[src/rtl/dds_sweep_ctrl.sv]
// Stepped linear frequency sweep sequencer driving the DDS phase increment.
// Define SWEEP_BIDIR_EN to build the triangle (up then down) sweep.
module dds_sweep_ctrl #(
    parameter int psz = 32,
    parameter int dsz = 16
) (
    input  logic           clk,
    input  logic           rst,
    input  logic           start,
    input  logic           abort,
    input  logic [psz-1:0] cfg_start_inc,
    input  logic [psz-1:0] cfg_stop_inc,
    input  logic [psz-1:0] cfg_step,
    input  logic [dsz-1:0] cfg_dwell,
    input  logic           cfg_loop,
    output logic [psz-1:0] phase_inc,
    output logic           busy,
    output logic           done,
    output logic           wrap
);

`ifdef SWEEP_BIDIR_EN
    typedef enum logic [1:0] {IDLE, RUN, DOWN} state_t;
`else
    typedef enum logic [1:0] {IDLE, RUN} state_t;
`endif

    state_t         state;
    logic [psz-1:0] start_r;
    logic [psz-1:0] stop_r;
    logic [psz-1:0] step_r;
    logic [dsz-1:0] dwell_r;
    logic           loop_r;
    logic [dsz-1:0] dwell_cnt;

    logic [psz:0]   up_sum;
    logic [psz-1:0] up_nxt;
    logic           degen;
    logic           ramp_end;

    // Carry out of the adder means we passed stop, so clamp to it.
    assign up_sum   = {1'b0, phase_inc} + {1'b0, step_r};
    assign up_nxt   = (up_sum >= {1'b0, stop_r}) ? stop_r : up_sum[psz-1:0];
    assign degen    = (step_r == '0) || (start_r >= stop_r);
    assign ramp_end = degen || (phase_inc == stop_r);

`ifdef SWEEP_BIDIR_EN
    logic [psz:0]   dn_diff;
    logic [psz-1:0] dn_nxt;
    logic [psz:0]   rs_sum;
    logic [psz-1:0] rs_nxt;

    assign dn_diff = {1'b0, phase_inc} - {1'b0, step_r};
    assign dn_nxt  = (dn_diff[psz] || (dn_diff[psz-1:0] <= start_r))
                     ? start_r : dn_diff[psz-1:0];
    // Restarting from the bottom turn skips start so it is not repeated.
    assign rs_sum  = {1'b0, start_r} + {1'b0, step_r};
    assign rs_nxt  = (rs_sum >= {1'b0, stop_r}) ? stop_r : rs_sum[psz-1:0];
`endif

    always_ff @(posedge clk) begin
        if (rst) begin
            state     <= IDLE;
            phase_inc <= '0;
            busy      <= 1'b0;
            done      <= 1'b0;
            wrap      <= 1'b0;
            start_r   <= '0;
            stop_r    <= '0;
            step_r    <= '0;
            dwell_r   <= '0;
            loop_r    <= 1'b0;
            dwell_cnt <= '0;
        end else begin
            done <= 1'b0;
            wrap <= 1'b0;
            if (abort) begin
                state     <= IDLE;
                phase_inc <= '0;
                busy      <= 1'b0;
            end else begin
                unique case (state)
                    IDLE: begin
                        if (start) begin
                            start_r   <= cfg_start_inc;
                            stop_r    <= cfg_stop_inc;
                            step_r    <= cfg_step;
                            dwell_r   <= cfg_dwell;
                            loop_r    <= cfg_loop;
                            phase_inc <= cfg_start_inc;
                            dwell_cnt <= cfg_dwell;
                            busy      <= 1'b1;
                            state     <= RUN;
                        end
                    end
                    RUN: begin
                        if (dwell_cnt != '0) begin
                            dwell_cnt <= dwell_cnt - 1'b1;
                        end else if (!ramp_end) begin
                            phase_inc <= up_nxt;
                            dwell_cnt <= dwell_r;
`ifdef SWEEP_BIDIR_EN
                        end else if (!degen) begin
                            phase_inc <= dn_nxt;
                            dwell_cnt <= dwell_r;
                            state     <= DOWN;
`endif
                        end else if (loop_r) begin
                            phase_inc <= start_r;
                            dwell_cnt <= dwell_r;
                            wrap      <= 1'b1;
                        end else begin
                            done  <= 1'b1;
                            busy  <= 1'b0;
                            state <= IDLE;
                        end
                    end
`ifdef SWEEP_BIDIR_EN
                    DOWN: begin
                        if (dwell_cnt != '0) begin
                            dwell_cnt <= dwell_cnt - 1'b1;
                        end else if (phase_inc != start_r) begin
                            phase_inc <= dn_nxt;
                            dwell_cnt <= dwell_r;
                        end else if (loop_r) begin
                            phase_inc <= rs_nxt;
                            dwell_cnt <= dwell_r;
                            wrap      <= 1'b1;
                            state     <= RUN;
                        end else begin
                            done  <= 1'b1;
                            busy  <= 1'b0;
                            state <= IDLE;
                        end
                    end
`endif
                    default: begin
                        state     <= IDLE;
                        phase_inc <= '0;
                        busy      <= 1'b0;
                    end
                endcase
            end
        end
    end

endmodule

[config.mk]
export PLATFORM = sky130hd
export DESIGN_NAME = dds_sweep_ctrl
export DESIGN_NICKNAME = d
export VERILOG_FILES = /design/src/rtl/dds_sweep_ctrl.sv
export SDC_FILE = /design/constraint.sdc
export NUM_CORES = 1
export LEC_CHECK = 0
export CAP_MARGIN = 20
export CORE_MARGIN = 3
export CORE_UTILIZATION = 30
export CTS_CLUSTER_DIAMETER = 50
export DETAILED_ROUTE_END_ITERATION = 12
export SLEW_MARGIN = 20
export SYNTH_ARGS = -nofsm -noshare
export SYNTH_HDL_FRONTEND = slang
export SYNTH_SLANG_ARGS = --single-unit
[constraint.sdc]
create_clock -name clk -period 4.8 [get_ports clk]
set_clock_uncertainty 0.15 [all_clocks]
set_input_delay 0.96 -clock clk [delete_from_list [all_inputs] [get_ports clk]]
set_output_delay 0.96 -clock clk [all_outputs]
set_load 0.1 [all_outputs]
== Word level (Yosys, flattened, before mapping) ==
Index checks and enable logic that the tools add are counted.

* Eq/ne operators: 8
* Reduce and logical (&&, ||, !) cells: 12
* Bitwise operators: 3
* $lt $le $gt $ge: 2
* Mux-type cells: 23
* Add/sub/neg operators: 2

{| class="wikitable"
|+ Operators by type and width
! kind !! number
|-
| 32-bit 2-to-1 mux || 5
|-
| 16-bit 2-to-1 mux || 4
|-
| 32-bit one-hot mux with 2 select lines || 1
|-
| 32-bit by 32-bit adder with 33-bit output || 1
|-
| 33-bit by 32-bit >= comparator with 1-bit output || 1
|-
| 32-bit equality test || 1
|-
| 32-bit >= comparator || 1
|-
| 32-bit zero test || 1
|-
| 16-bit one-hot mux with 2 select lines || 1
|-
| 16-bit nonzero test || 1
|-
| 16-bit by 1-bit subtractor with 16-bit output (second input constant) || 1
|-
| 2-bit 2-to-1 mux || 4
|-
| 2-bit != test (second input constant) || 4
|-
| 4-bit AND reduction || 2
|-
| 1-bit 2-to-1 mux || 6
|-
| 3-bit AND reduction || 2
|-
| 5-bit OR reduction || 1
|-
| 4-bit != test (second input constant) || 1
|-
| 2-bit one-hot mux with 2 select lines || 1
|-
| 3-bit != test (second input constant) || 1
|-
| 1-bit inverter || 3
|-
| 2-bit by 1-bit equality test with 1-bit output (second input constant) || 1
|-
| 2-bit zero test || 1
|-
| 1-bit logical OR || 2
|-
| 3 further kinds || 3
|}

* Logic and storage cells: 61
* Output and inout port bits: 35
* Bits in registers: 166

== Depth between registers and ports, before layout ==
Gate-level depths: netlist of the first run.

* Word-level depth: 6
* Mapped depth: 21
* Gate-level depth less buffers: 20

== Worst setup path after synthesis of the first run ==
Ideal clock, no wire load.

* Kind: reg-to-reg
* Start: reg phase_inc[0]
* End: reg phase_inc[11]
* Clock period less this slack: 5.577 ns
* Path slack: -0.777 ns
* Cell stages (with the launch flop): 21
* Setup time: 0.133 ns
* Required time: 4.517 ns
* Arrival: 5.294 ns
* Cell sequence: dfxtp_1 ha_1 fa_1 a211oi_2 o211ai_1 a32o_1 or4_4 nand2_1 o311ai_0 a31oi_1 xnor2_1 ha_1 a21o_1 a211oi_1 o21ai_0 a221oi_1 o21ai_0 nor2_8 mux2_2 a221oi_1 a21oi_1

* Word-level cells in the longest chain between the ends: 6
* Elaborated cells between the ends (all ways): 10
* Those cells by class: add/sub (1); order compare (1); eq/ne (2); mux (4); reduce/logical (2)

{| class="wikitable"
|+ Ends and longest elaborated chain
! item !! line !! source
|-
| from (decl) || 16 || <nowiki>output logic [psz-1:0] phase_inc,</nowiki>
|-
| from (signal assigned) || 90 || <nowiki>phase_inc <= cfg_start_inc;</nowiki>
|-
| from (signal assigned) || 100 || <nowiki>phase_inc <= up_nxt;</nowiki>
|-
| from (signal assigned) || 109 || <nowiki>phase_inc <= start_r;</nowiki>
|-
| 32-bit by 32-bit adder with 33-bit output || 42 || <nowiki>assign up_sum = {1'b0, phase_inc} + {1'b0, step_r};</nowiki>
|-
| 33-bit by 32-bit >= comparator with 1-bit output || 43 || <nowiki>assign up_nxt = (up_sum >= {1'b0, stop_r}) ? stop_r : up_sum[psz-1:0];</nowiki>
|-
| 32-bit 2-to-1 mux || 43 ||
|-
| 32-bit 2-to-1 mux || 99 || <nowiki>end else if (!ramp_end) begin</nowiki>
|-
| 32-bit 2-to-1 mux || 97 || <nowiki>if (dwell_cnt != '0) begin</nowiki>
|-
| 32-bit one-hot mux with 2 select lines || 82 || <nowiki>unique case (state)</nowiki>
|}

Several ways; a longest one is shown, not always the timed one. The select of a mux whose other input is x is not followed.
A chain may end at the register's enable or synchronous reset.

== Worst setup path in the final report of the first run ==
* Start: reg phase_inc[0]
* End: reg phase_inc[31]

Same word-level chain as after synthesis.

==> results by group, run 1 <==
Status
  – Status: finished with violations
  – Failing checks: setup timing

Clocking
  – Sink Count: 164
  – CTS root buf: clkbuf_16
  – CTS Buf Count: 17
  – Clk buf depth: 2
  – Clk Latency, worst-skew pair: 0.45 ns
  – Reg clk slew, reported paths: 0.07 ns
  – TritonCTS clock tree: yes
  – Htree depth: 4

Route
  – Remaining antenna violation count after routing: 0
  – Total Wirelength: 37,800 µm
  – Vias: 10.5k
  – DR iter-0 viols: 708
  – DR WL/cell: 18.7 µm
  – TritonRoute pass-1 iters: 5
  – Drt via density: 5.21
  – Number of remaining DRC errors: 0

Power and ir drop
  – Leak pwr: 0.00592 µW
  – PwrDens: 301 mW/mm²
  – Peak supply drop: 0.000264 V
  – PnR Total Power: 4290 µW

STA
  – Max_slew headroom: 30.2%
  – Hold Violations, Final: 0
  – Achievable Freq: 0.202 GHz
  – Worst Slack Setup Final: -0.159 ns
  – Setup_tns: -3.58 ns
  – Tcrit/Tclk final: 103%
  – Crit path time final: 4.96 ns
  – Worst-Margin Slew: 1.04 ns
  – Fin. max-slew vios: 0
  – Final Setup Violations: 31
  – Final hold slack: 0.305 ns
  – RSZ-0062 raised after global routing: yes

Floorplanning
  – Total die area: 0.0385 mm²
  – Chip width: 196 µm
  – Core area: 0.0357 mm²
  – Initial Utilization: 30.5%
  – Die Span Y: 196 µm
  – # rows: 69
  – I/O pin total: 152

Placed design
  – Cells after DPL: 1,969
  – DP Wirelength: 28,200 µm
  – Port bufs: 151
  – Final GP Congestion: 0.919
  – Placed Area: 0.0133 mm²

Setup path
  – Arr. time, crit path: 5.13 ns
  – FF-to-FF End: phase_inc[31]
  – Slowest stage cell, crit path: or4_4
  – Worst reg2reg path startpoint: phase_inc[0]
  – Reg2reg setup slack: -0.16 ns
  – Crit path from: phase_inc[0]
  – Critical Path RT: 4.97 ns
  – CP startpoint kind: register
  – FF-to-FF path depth: 23
  – End point of the critical path: phase_inc[31]
  – Crit-path cells: ha_4 > fa_2 > a211oi_2 > o211ai_1 > a32o_2 > or4_4 > buf_6 > a41oi_4 > buf_6 > xnor2_2 > ha_1 > nand4_1 > nor4_4 > nand2_1 > o211ai_1 > a221oi_2 > o21ai_2 > nor2_8 > buf_12 > buf_12 > mux2_2 > nor2_2 > o22ai_1
  – CP max FO: 6
  – CP max stage delay: 0.44 ns
  – Critical path class: register to register
  – CP Capture Type: register

Synthesis
  – Post-synth EDFFs: 0
  – Avg Inst Size Synth: 7.92 µm²
  – Ys async rst share: 0%
  – Seq cells post-synth: 164
  – Mapped Nets: 1,587
  – Syn. warnings: 0
  – Post-synth cell types: 69
  – Mapped Cells: 1,371
  – Most used DFF post-synth: dfxtp_1
  – Synth Cell Area: 0.0109 mm²
  – Share of the yosys chip area belonging to registers: 30.2%

Finish
  – Final #Nets: 1,759
  – Area of the multi-input gates: 0.00726 mm²
  – Area delta synth->final: 31.0%
  – Fillers: 3,638
  – Ant. Diodes: 0
  – Fraction of layout cells with a size suffix above 1: 13.9%
  – Layout Cells excl Fill: 2,017
  – FF/Latch Area: 0.00333 mm²
  – Design area: 0.0142 mm²

GRT
  – Met1 Use GR: 26.6%
  – GRT Total Usage: 19.4%
  – Global-route wire length before repair: 58,500 µm
  – Largest net degree at the start of global routing: 75
  – GRT Max-Usage Layer: met2
  – Initial antenna violation count: 0
  – Met3 Track Usage GR: 2.80%
  – GRT met2 Usage: 32.1%
  – Total grt overflow: 0
  – Vias in the first global route: 10.3k

Flow run
  – Max cap viols: 0

Worst hold path
  – Worst min path class: register to register
-- power breakdown --
| group | leakage, µW | switching, µW | total [µW] | internal (µW) |
|---|---|---|---|---|
| Combinational | 0.00429 | 775 | 1400 | 625 |
| Sequential | 0.00135 | 77.8 | 1510 | 1430 |
| Clock | 0.000275 | 603 | 1380 | 777 |
-- metrics by stage --
| step | utilization (%) | worst slack [ns] |
|---|---|---|
| 6_report | 39.9 | -0.159 |
| 2_1_floorplan | - | 0.0145 |
| 4_1_cts | 39.4 | -0.0947 |
| 5_1_grt | 39.9 | -0.318 |
| 3_3_place_gp | 37.2 | -0.118 |
| 3_5_place_dp | 37.2 | -0.183 |
-- how the worst min path moves through the flow --
stage                start     endpoint  slack [ns]  cells past startpoint
2_1_floorplan  dwell_r[15]  dwell_r[15]        0.28                      2
3_3_place_gp   dwell_r[15]  dwell_r[15]        0.29                      2
3_5_place_dp    dwell_r[2]   dwell_r[2]        0.30                      2
4_1_cts         dwell_r[2]   dwell_r[2]        0.31                      2
5_1_grt        dwell_r[15]  dwell_r[15]        0.32                      2
6_report        dwell_r[2]   dwell_r[2]        0.31                      2
-- cell usage in the layout (no fill, tap or decap), types with 4 or more instances in the layout --
master	instances
inv_1	46
clkbuf_1	6
nor2b_1	4
o211ai_2	23
nor2_1	67
mux2i_2	13
clkdlybuf4s50_1	150
clkbuf_16	19
xnor2_1	52
o21ai_1	5
and3_1	29
buf_4	72
nand2b_1	7
a31oi_1	9
buf_12	8
dfxtp_4	7
a211oi_1	26
o21ai_0	28
mux2i_1	25
nor4_1	16
nand4_1	26
o211a_1	26
dfxtp_1	141
nand3b_1	4
xor2_1	16
ha_1	95
nand3_1	18
o211ai_1	8
nor3_1	6
nand2_1	265
dfxtp_2	16
a21o_1	26
a21oi_1	210
-- registers in the layout, summed over array words and instances, names as in the netlist, 16 cells and up --
name / flops
phase_inc: 32
stop_r: 32
dwell_cnt: 16
start_r: 32
step_r: 32
dwell_r: 16
-- layout make-up --
class                           count  share of cell area [%]
Sequential cell                   164                    23.4
Tap cell                          461                    4.06
Clock buffer                       26                    3.52
Timing Repair Buffer              236                    16.3
Clock inverter                      6                   0.466
Inverter                           46                    1.21
Multi-Input combinational cell   1078                    51.0
-- cells in the mapped netlist (2+ instances only) --
library cell / n / share of area, %
a211oi_1: 27 / 1.9
a21o_1: 26 / 1.8
a21oi_1: 212 / 9.8
a221oi_1: 2 / 0.16
a311oi_1: 3 / 0.24
a31oi_1: 9 / 0.52
and3_1: 29 / 1.7
buf_12: 2 / 0.37
buf_2: 12 / 0.55
clkbuf_1: 67 / 2.3
dfxtp_1: 164 / 30
ha_1: 98 / 11
inv_1: 46 / 1.6
mux2_2: 3 / 0.31
mux2i_1: 41 / 3.8
nand2_1: 268 / 9.3
nand2b_1: 7 / 0.40
nand3_1: 18 / 0.83
nand3b_1: 4 / 0.28
nand4_1: 26 / 1.5
nor2_1: 70 / 2.4
nor2b_1: 4 / 0.23
nor3_1: 7 / 0.32
nor3b_1: 2 / 0.14
nor4_1: 17 / 0.98
o211a_1: 26 / 2.4
o211ai_1: 8 / 0.55
o211ai_2: 23 / 2.7
o21a_1: 3 / 0.21
o21ai_0: 32 / 1.5
o21ai_1: 2 / 0.092
o21bai_1: 2 / 0.14
o22ai_1: 2 / 0.12
o31a_1: 2 / 0.16
or2_2: 3 / 0.17
or4_4: 2 / 0.21
xnor2_1: 54 / 4.4
xor2_1: 17 / 1.4
-- cell families (layout without fill, tap and decap cells) --
kind of cell             Yosys count  in the layout  share of synthesized area (%)
AO/OA/AOI/OAI                    397            397                           24.0
adder cells (fa/ha/maj)           99             99                           11.5
multiplexers                      44             44                           4.09
XOR/XNOR                          71             71                           5.73
buffers and inverters            129            314                           5.00
flip-flops                       164            164                           30.2
AND/OR/NAND/NOR                  467            467                           19.4
-- what timing repair did --
| item | in CTS | in global routing |
|---|---|---|
| setup buffers | 11 | 4 |
| hold buffers | 0 | 0 |
| gates resized for setup | 19 | 25 |
| setup endpoints to repair | 30 | 32 |
| cloned | 2 | 1 |
| pin swaps | 10 | 20 |
-- routing by layer --
layer	wire length, µm	vias up
met5	0	-
met4	589	0
met3	1520	36
met2	17700	228
met1	18000	5017
li1	-	5222
-- critical path: cells and delay by family (launching register included) --
| family | cells | cell delay (ns) |
|---|---|---|
| and+or+nand+nor | 6 | 0.95 |
| AOI/OAI and AO/OA | 8 | 1.58 |
| xor gates and xnor gates | 1 | 0.11 |
| buffers and inverters | 4 | 0.56 |
| adders and majority gates | 3 | 0.78 |
| muxes | 1 | 0.33 |
| DFF | 1 | 0.35 |
Note: power is estimated with default switching activity, not from simulation.
==> run 2: changes to the inputs <==
- DONT_BUFFER_PORTS: unset -> 1
==> results by group, run 2 (synthesized netlist as in run 1, its figures left out) <==
Status
  – Status: finished with violations (unchanged)
  – Failing checks: setup timing (unchanged)

Floorplanning
  – Die Span Y: 196 µm (unchanged)
  – Chip width: 196 µm (unchanged)
  – Total die area: 0.0385 mm² (unchanged)
  – I/O pin total: 152 (unchanged)
  – Core area: 0.0357 mm² (unchanged)
  – Initial Utilization: 30.5% (unchanged)
  – # rows: 69 (unchanged)

Power and ir drop
  – Internal: 2760 µW (was 2830 µW)
  – Switch share: 34.0% (about the same)
  – Leak pwr: 0.00553 µW (was 0.00592 µW)
  – Peak supply drop: 0.000227 V (was 0.000264 V)
  – Reg power frac: 35.9% (was 35.1%)
  – Clock power share: 35.9% (was 32.2%)
  – Comb power frac: 28.2% (was 32.7%)
  – PwrDens: 327 mW/mm² (was 301 mW/mm²)
  – Switching Power: 1430 µW (was 1460 µW)

Clocking
  – TritonCTS clock tree: yes (unchanged)
  – Sink Count: 164 (unchanged)
  – CTS root buf: clkbuf_16 (unchanged)
  – Clk buf depth: 2 (unchanged)
  – Hold Buf Count CTS: 0 (unchanged)
  – Htree depth: 4 (unchanged)
  – Reg clk slew, reported paths: 0.07 ns (about the same)
  – Clk Latency, worst-skew pair: 0.45 ns (about the same)
  – CTS Buf Count: 17 (unchanged)

Route
  – Number of remaining DRC errors: 0 (unchanged)
  – DR WL/cell: 20.1 µm (was 18.7 µm)
  – Total Wirelength: 37,800 µm (about the same)
  – DR iter-0 viols: 654 (was 708)
  – Drt via density: 5.33 (was 5.21)
  – Vias: 10.1k (was 10.5k)
  – Remaining antenna violation count after routing: 0 (unchanged)
  – TritonRoute pass-1 iters: 5 (unchanged)

STA
  – Hold Violations, Final: 0 (unchanged)
  – Achievable Freq: 0.203 GHz (was 0.202 GHz)
  – Crit path time final: 4.92 ns (was 4.96 ns)
  – Worst-Margin Slew: 0.979 ns (was 1.04 ns)
  – Fin. max-slew vios: 0 (unchanged)
  – Worst Slack Setup Final: -0.122 ns (was -0.159 ns)
  – Tcrit/Tclk final: 103% (about the same)
  – RSZ-0062 raised after global routing: yes (unchanged)
  – Max_slew headroom: 34.7% (was 30.2%)
  – Final Setup Violations: 29 (was 31)
  – Final hold slack: 0.305 ns (about the same)

Finish
  – Layout Cells excl Fill: 1,885 (was 2,017)
  – Final #Nets: 1,627 (was 1,759)
  – Most common cell after layout, fill and taps aside: nand2_1 (unchanged)
  – Area delta synth->final: 18.0% (was 31.0%)
  – Most frequent cells in the layout: nand2_1 (266), a21oi_1 (210), dfxtp_1 (141) (was nand2_1 (265), a21oi_1 (210), clkdlybuf4s50_1 (150))
  – Area of the multi-input gates: 0.00725 mm² (was 0.00726 mm²)
  – FF/Latch Area: 0.00333 mm² (unchanged)
  – Design area: 0.0128 mm² (was 0.0142 mm²)
  – Fillers: 3,727 (was 3,638)
  – Ant. Diodes: 0 (unchanged)
  – Fraction of layout cells with a size suffix above 1: 16.2% (was 13.9%)
  – Post-layout util: 35.9% (was 39.9%)

GRT
  – Initial antenna violation count: 0 (unchanged)
  – Global-route wire length before repair: 57,700 µm (was 58,500 µm)
  – Vias in the first global route: 9,794 (was 10.3k)
  – GRT Max-Usage Layer: met2 (unchanged)
  – GRT Total Usage: 19.3% (was 19.4%)
  – Largest net degree at the start of global routing: 133 (was 75)
  – Met3 Track Usage GR: 4.86% (was 2.80%)
  – Met1 Use GR: 25.1% (was 26.6%)
  – GRT met2 Usage: 32.1% (about the same)
  – Total grt overflow: 0 (unchanged)

Setup path
  – Arr. time, crit path: 5.12 ns (was 5.13 ns)
  – CP startpoint kind: register (unchanged)
  – Critical Path RT: 5.00 ns (was 4.97 ns)
  – CP max FO: 8 (was 6)
  – Critical path class: register to register (unchanged)
  – CP Capture Type: register (unchanged)

Placed design
  – Final GP Congestion: 0.915 (was 0.919)
  – Port bufs: 0 (was 151)
  – DP Wirelength: 28,500 µm (was 28,200 µm)
  – Setup WS pre-CTS: -0.202 ns (was -0.183 ns)
  – Placed Area: 0.0119 mm² (was 0.0133 mm²)
  – Cells after DPL: 1,843 (was 1,969)

Worst hold path
  – Worst min path class: register to register (unchanged)

Flow run
  – Max cap viols: 0 (unchanged)
## run 2: power by group through the flow
stage                     clock network (µW)  registers [µW]  logic [µW]
final                                   1510            1500        1180
after global routing                    1590            1510        1280
after CTS                               1540            1500        1150
after detailed placement                   0            1530        1070
after global placement                     0            1530        1050
after floorplan                            0            1610         715
## run 2: final cells by class
cell class	count	share of cell area, %
tap	461	4.50
clock buffer	20	3.56
multi-input combinational	1078	56.6
inverter	46	1.35
clock inverter	12	1.32
timing repair buffer	104	6.72
sequential	164	26.0
## run 2: final timing paths
path	from	to	slack, ns	cells after the start
max	phase_inc[0]	phase_inc[20]	-0.12	22
min	dwell_r[4]	dwell_r[4]	0.30	2
max reg2reg	phase_inc[0]	phase_inc[20]	-0.12	22
min reg2reg	dwell_r[4]	dwell_r[4]	0.30	2
## run 2: critical path, stage by stage (launching register included)
cell      delay (ns)
dfxtp_4         0.35
ha_4            0.16
fa_2            0.37
a211oi_2        0.26
o211ai_1        0.16
a32o_2          0.28
or4_4           0.46
nand2_4         0.11
buf_6           0.12
xnor2_4         0.12
ha_1            0.27
a21o_1          0.16
a21o_1          0.18
a21oi_2         0.14
o211ai_1        0.20
a221oi_2        0.31
o21ai_2         0.13
nor2_8          0.19
buf_12          0.13
buf_16          0.13
mux2i_1         0.21
o211ai_2        0.09
o211a_1         0.14
## run 2: repair_timing
action / 4_1_cts / 5_1_grt
setup buffers: 7 / 2
pin swaps: 11 / 8
setup endpoints to repair: 32 / 32
cloned: 1 / 0
gates resized for setup: 20 / 19
## run 2: metrics by stage
| step | TNS (ns) | total power (µW) |
|---|---|---|
| after floorplan | 0 | 2320 |
| after global placement | -2.31 | 2590 |
| after detailed placement | -4.04 | 2600 |
| after CTS | -2.30 | 4190 |
| after global routing | -10.28 | 4380 |
| final | -2.33 | 4190 |
## run 2: layer usage
metal	wire, µm	vias to the layer above
li1	-	4968
met1	16900	4794
met2	17600	251
met3	2500	40
met4	820	0
met5	0	-
==> run 3: changes to the inputs <==
- CORE_UTILIZATION: 30 -> 59
- PLACE_DENSITY: unset -> 0.82
==> results by group, run 3 (synthesized netlist as in run 1, its figures left out) <==
Status
  – Status: finished with violations (unchanged)
  – Failing checks: setup timing (unchanged)

Floorplanning
  – I/O pin total: 152 (unchanged)
  – Core area: 0.0177 mm² (was 0.0357 mm²)
  – Initial Utilization: 61.5% (was 30.5%)
  – Chip width: 142 µm (was 196 µm)
  – Total die area: 0.0201 mm² (was 0.0385 mm²)
  – Die Span Y: 142 µm (was 196 µm)
  – # rows: 48 (was 69)

Flow run
  – Max cap viols: 0 (unchanged)

Route
  – Number of remaining DRC errors: 0 (unchanged)
  – Vias: 10.2k (was 10.1k)
  – Remaining antenna violation count after routing: 0 (unchanged)
  – Total Wirelength: 33,100 µm (was 37,800 µm)
  – TritonRoute pass-1 iters: 5 (unchanged)
  – Drt via density: 6.28 (was 5.33)
  – DR WL/cell: 20.3 µm (was 20.1 µm)
  – DR iter-0 viols: 898 (was 654)

Placed design
  – Cells after DPL: 1,588 (was 1,843)
  – Setup WS pre-CTS: -0.161 ns (was -0.202 ns)
  – DP Wirelength: 24,200 µm (was 28,500 µm)
  – Port bufs: 0 (unchanged)
  – Final GP Congestion: 0.991 (was 0.915)

Clocking
  – CTS Buf Count: 17 (unchanged)
  – Htree depth: 4 (unchanged)
  – Hold Buf Count CTS: 0 (unchanged)
  – Sink Count: 164 (unchanged)
  – TritonCTS clock tree: yes (unchanged)
  – Reg clk slew, reported paths: 0.07 ns (about the same)
  – Clk buf depth: 2 (unchanged)
  – Clk Latency, worst-skew pair: 0.44 ns (was 0.45 ns)
  – CTS root buf: clkbuf_16 (unchanged)

Power and ir drop
  – Leak pwr: 0.00535 µW (was 0.00553 µW)
  – PwrDens: 330 mW/mm² (was 327 mW/mm²)
  – Peak supply drop: 0.000294 V (was 0.000227 V)

Setup path
  – End point of the critical path: phase_inc[11] (was phase_inc[20])
  – Slowest stage cell, crit path: or4_4 (unchanged)
  – CP max FO: 5 (was 8)
  – CP max stage delay: 0.44 ns (was 0.46 ns)
  – FF-to-FF path depth: 21 (was 22)
  – Worst reg2reg path startpoint: phase_inc[0] (unchanged)
  – WP depth: 21 (was 22)
  – Arr. time, crit path: 5.11 ns (was 5.12 ns)
  – CP Buf/Inv Count: 1 (was 3)
  – Reg2reg setup slack: -0.14 ns (was -0.12 ns)
  – Crit path from: phase_inc[0] (unchanged)
  – Critical Path RT: 4.97 ns (was 5.00 ns)
  – CP Capture Type: register (unchanged)
  – Critical path class: register to register (unchanged)
  – Crit-path cells: ha_4 > fa_2 > a211oi_2 > o211ai_1 > a32o_2 > or4_4 > nand2_4 > o311ai_1 > a31oi_1 > xnor2_1 > ha_1 > a21o_1 > a211oi_2 > o21ai_1 > a221oi_2 > o21ai_2 > nor2_8 > buf_4 > mux2_4 > a221oi_2 > a21oi_1 (was ha_4 > fa_2 > a211oi_2 > o211ai_1 > a32o_2 > or4_4 > nand2_4 > buf_6 > xnor2_4 > ha_1 > a21o_1 > a21o_1 > a21oi_2 > o211ai_1 > a221oi_2 > o21ai_2 > nor2_8 > buf_12 > buf_16 > mux2i_1 > o211ai_2 > o211a_1)
  – FF-to-FF End: phase_inc[11] (was phase_inc[20])
  – CP startpoint kind: register (unchanged)
  – Cell family with most CP delay: compound AO/OA/AOI/OAI gates (unchanged)

GRT
  – Largest net degree at the start of global routing: 133 (unchanged)
  – Initial antenna violation count: 1 (was 0)
  – Total grt overflow: 0 (unchanged)
  – GRT Total Usage: 32.7% (was 19.3%)
  – Vias in the first global route: 9,892 (was 9,794)
  – Global-route wire length before repair: 52,400 µm (was 57,700 µm)

STA
  – Fin. max-slew vios: 0 (unchanged)
  – Tcrit/Tclk final: 103% (about the same)
  – Hold Violations, Final: 0 (unchanged)
  – RSZ-0062 raised after global routing: yes (unchanged)
  – Final Setup Violations: 32 (was 29)
  – Worst-Margin Slew: 0.986 ns (was 0.979 ns)
  – Crit path time final: 4.94 ns (was 4.92 ns)
  – Achievable Freq: 0.202 GHz (was 0.203 GHz)
  – Max_slew headroom: 34.2% (was 34.7%)
  – Worst Slack Setup Final: -0.140 ns (was -0.122 ns)

Finish
  – Area delta synth->final: 13.5% (was 18.0%)
  – Most frequent cells in the layout: nand2_1 (266), a21oi_1 (211), dfxtp_1 (141) (was nand2_1 (266), a21oi_1 (210), dfxtp_1 (141))
  – Layout Cells excl Fill: 1,632 (was 1,885)
  – Final #Nets: 1,609 (was 1,627)
  – Fraction of layout cells with a size suffix above 1: 15.2% (was 16.2%)
  – Most common cell after layout, fill and taps aside: nand2_1 (unchanged)

Worst hold path
  – Hold_sp: dwell_r[11] (was dwell_r[4])
  – Worst min path class: register to register (unchanged)
run 3: repair_timing:
| item | in CTS | in global routing |
|---|---|---|
| cloned | 3 | 0 |
| setup buffers | 9 | 0 |
| pin swaps | 8 | 4 |
| resized for setup | 22 | 15 |
| endpoints found under the setup margin | 28 | 32 |
run 3: cell type report:
class | instances | area (µm²)
multi-input cells | 1078 | 7200
fillers | 1440 | 5340
flip-flops and latches | 164 | 3330
repair buffers | 86 | 748
clock buffers | 17 | 425
well taps | 225 | 282
inverters | 46 | 173
clock inverters | 15 | 156
diodes | 1 | 2.50
run 3: worst min-delay path by stage:
stage / end / cells after the start
floorplan: dwell_r[15] / 2
global placement: dwell_r[11] / 2
detailed placement: dwell_r[10] / 2
CTS: dwell_r[10] / 2
global route: dwell_r[12] / 2
finish: dwell_r[11] / 2
run 3: worst reg2reg max path, cell delays in order, from the launching register on:
cell and delay, ns:
dfxtp_4 0.35, ha_4 0.16, fa_2 0.37, a211oi_2 0.23, o211ai_1 0.15, a32o_2 0.28, or4_4 0.44, nand2_4 0.09
o311ai_1 0.11, a31oi_1 0.22, xnor2_1 0.18, ha_1 0.30, a21o_1 0.17, a211oi_2 0.21, o21ai_1 0.10, a221oi_2 0.24
o21ai_2 0.15, nor2_8 0.19, buf_4 0.15, mux2_4 0.29, a221oi_2 0.21, a21oi_1 0.08
run 3: report_power, final:
group / total, µW / switching, µW / internal (µW)
combinational: 1210 / 714 / 499
clock: 1350 / 657 / 696
sequential: 1500 / 69.0 / 1430
run 3: metrics by stage:
stage / power [µW] / util, % / cell area, µm² / hold WS (ns) / TNS (ns)
2_1_floorplan: 2320 / - / 10900 / 0.283 / 0
3_3_place_gp: 2530 / 64.9 / 11500 / 0.286 / -0.00299
3_5_place_dp: 2560 / 64.9 / 11500 / 0.291 / -2.14
4_1_cts: 4050 / 69.6 / 12300 / 0.301 / -2.24
5_1_grt: 4230 / 69.8 / 12300 / 0.315 / -9.05
6_report: 4060 / 69.8 / 12300 / 0.304 / -2.61
run 3: routing by layer:
metal | wire [µm] | GRT usage (%) | vias to the layer above | share of wire, %
li1 | - | - | 4924 | -
met1 | 13700 | 40.4 | 4830 | 41
met2 | 15700 | 55.5 | 412 | 48
met3 | 2610 | 8.29 | 79 | 7.9
met4 | 1100 | 10.9 | 0 | 3.3
met5 | 0 | 0 | - | 0
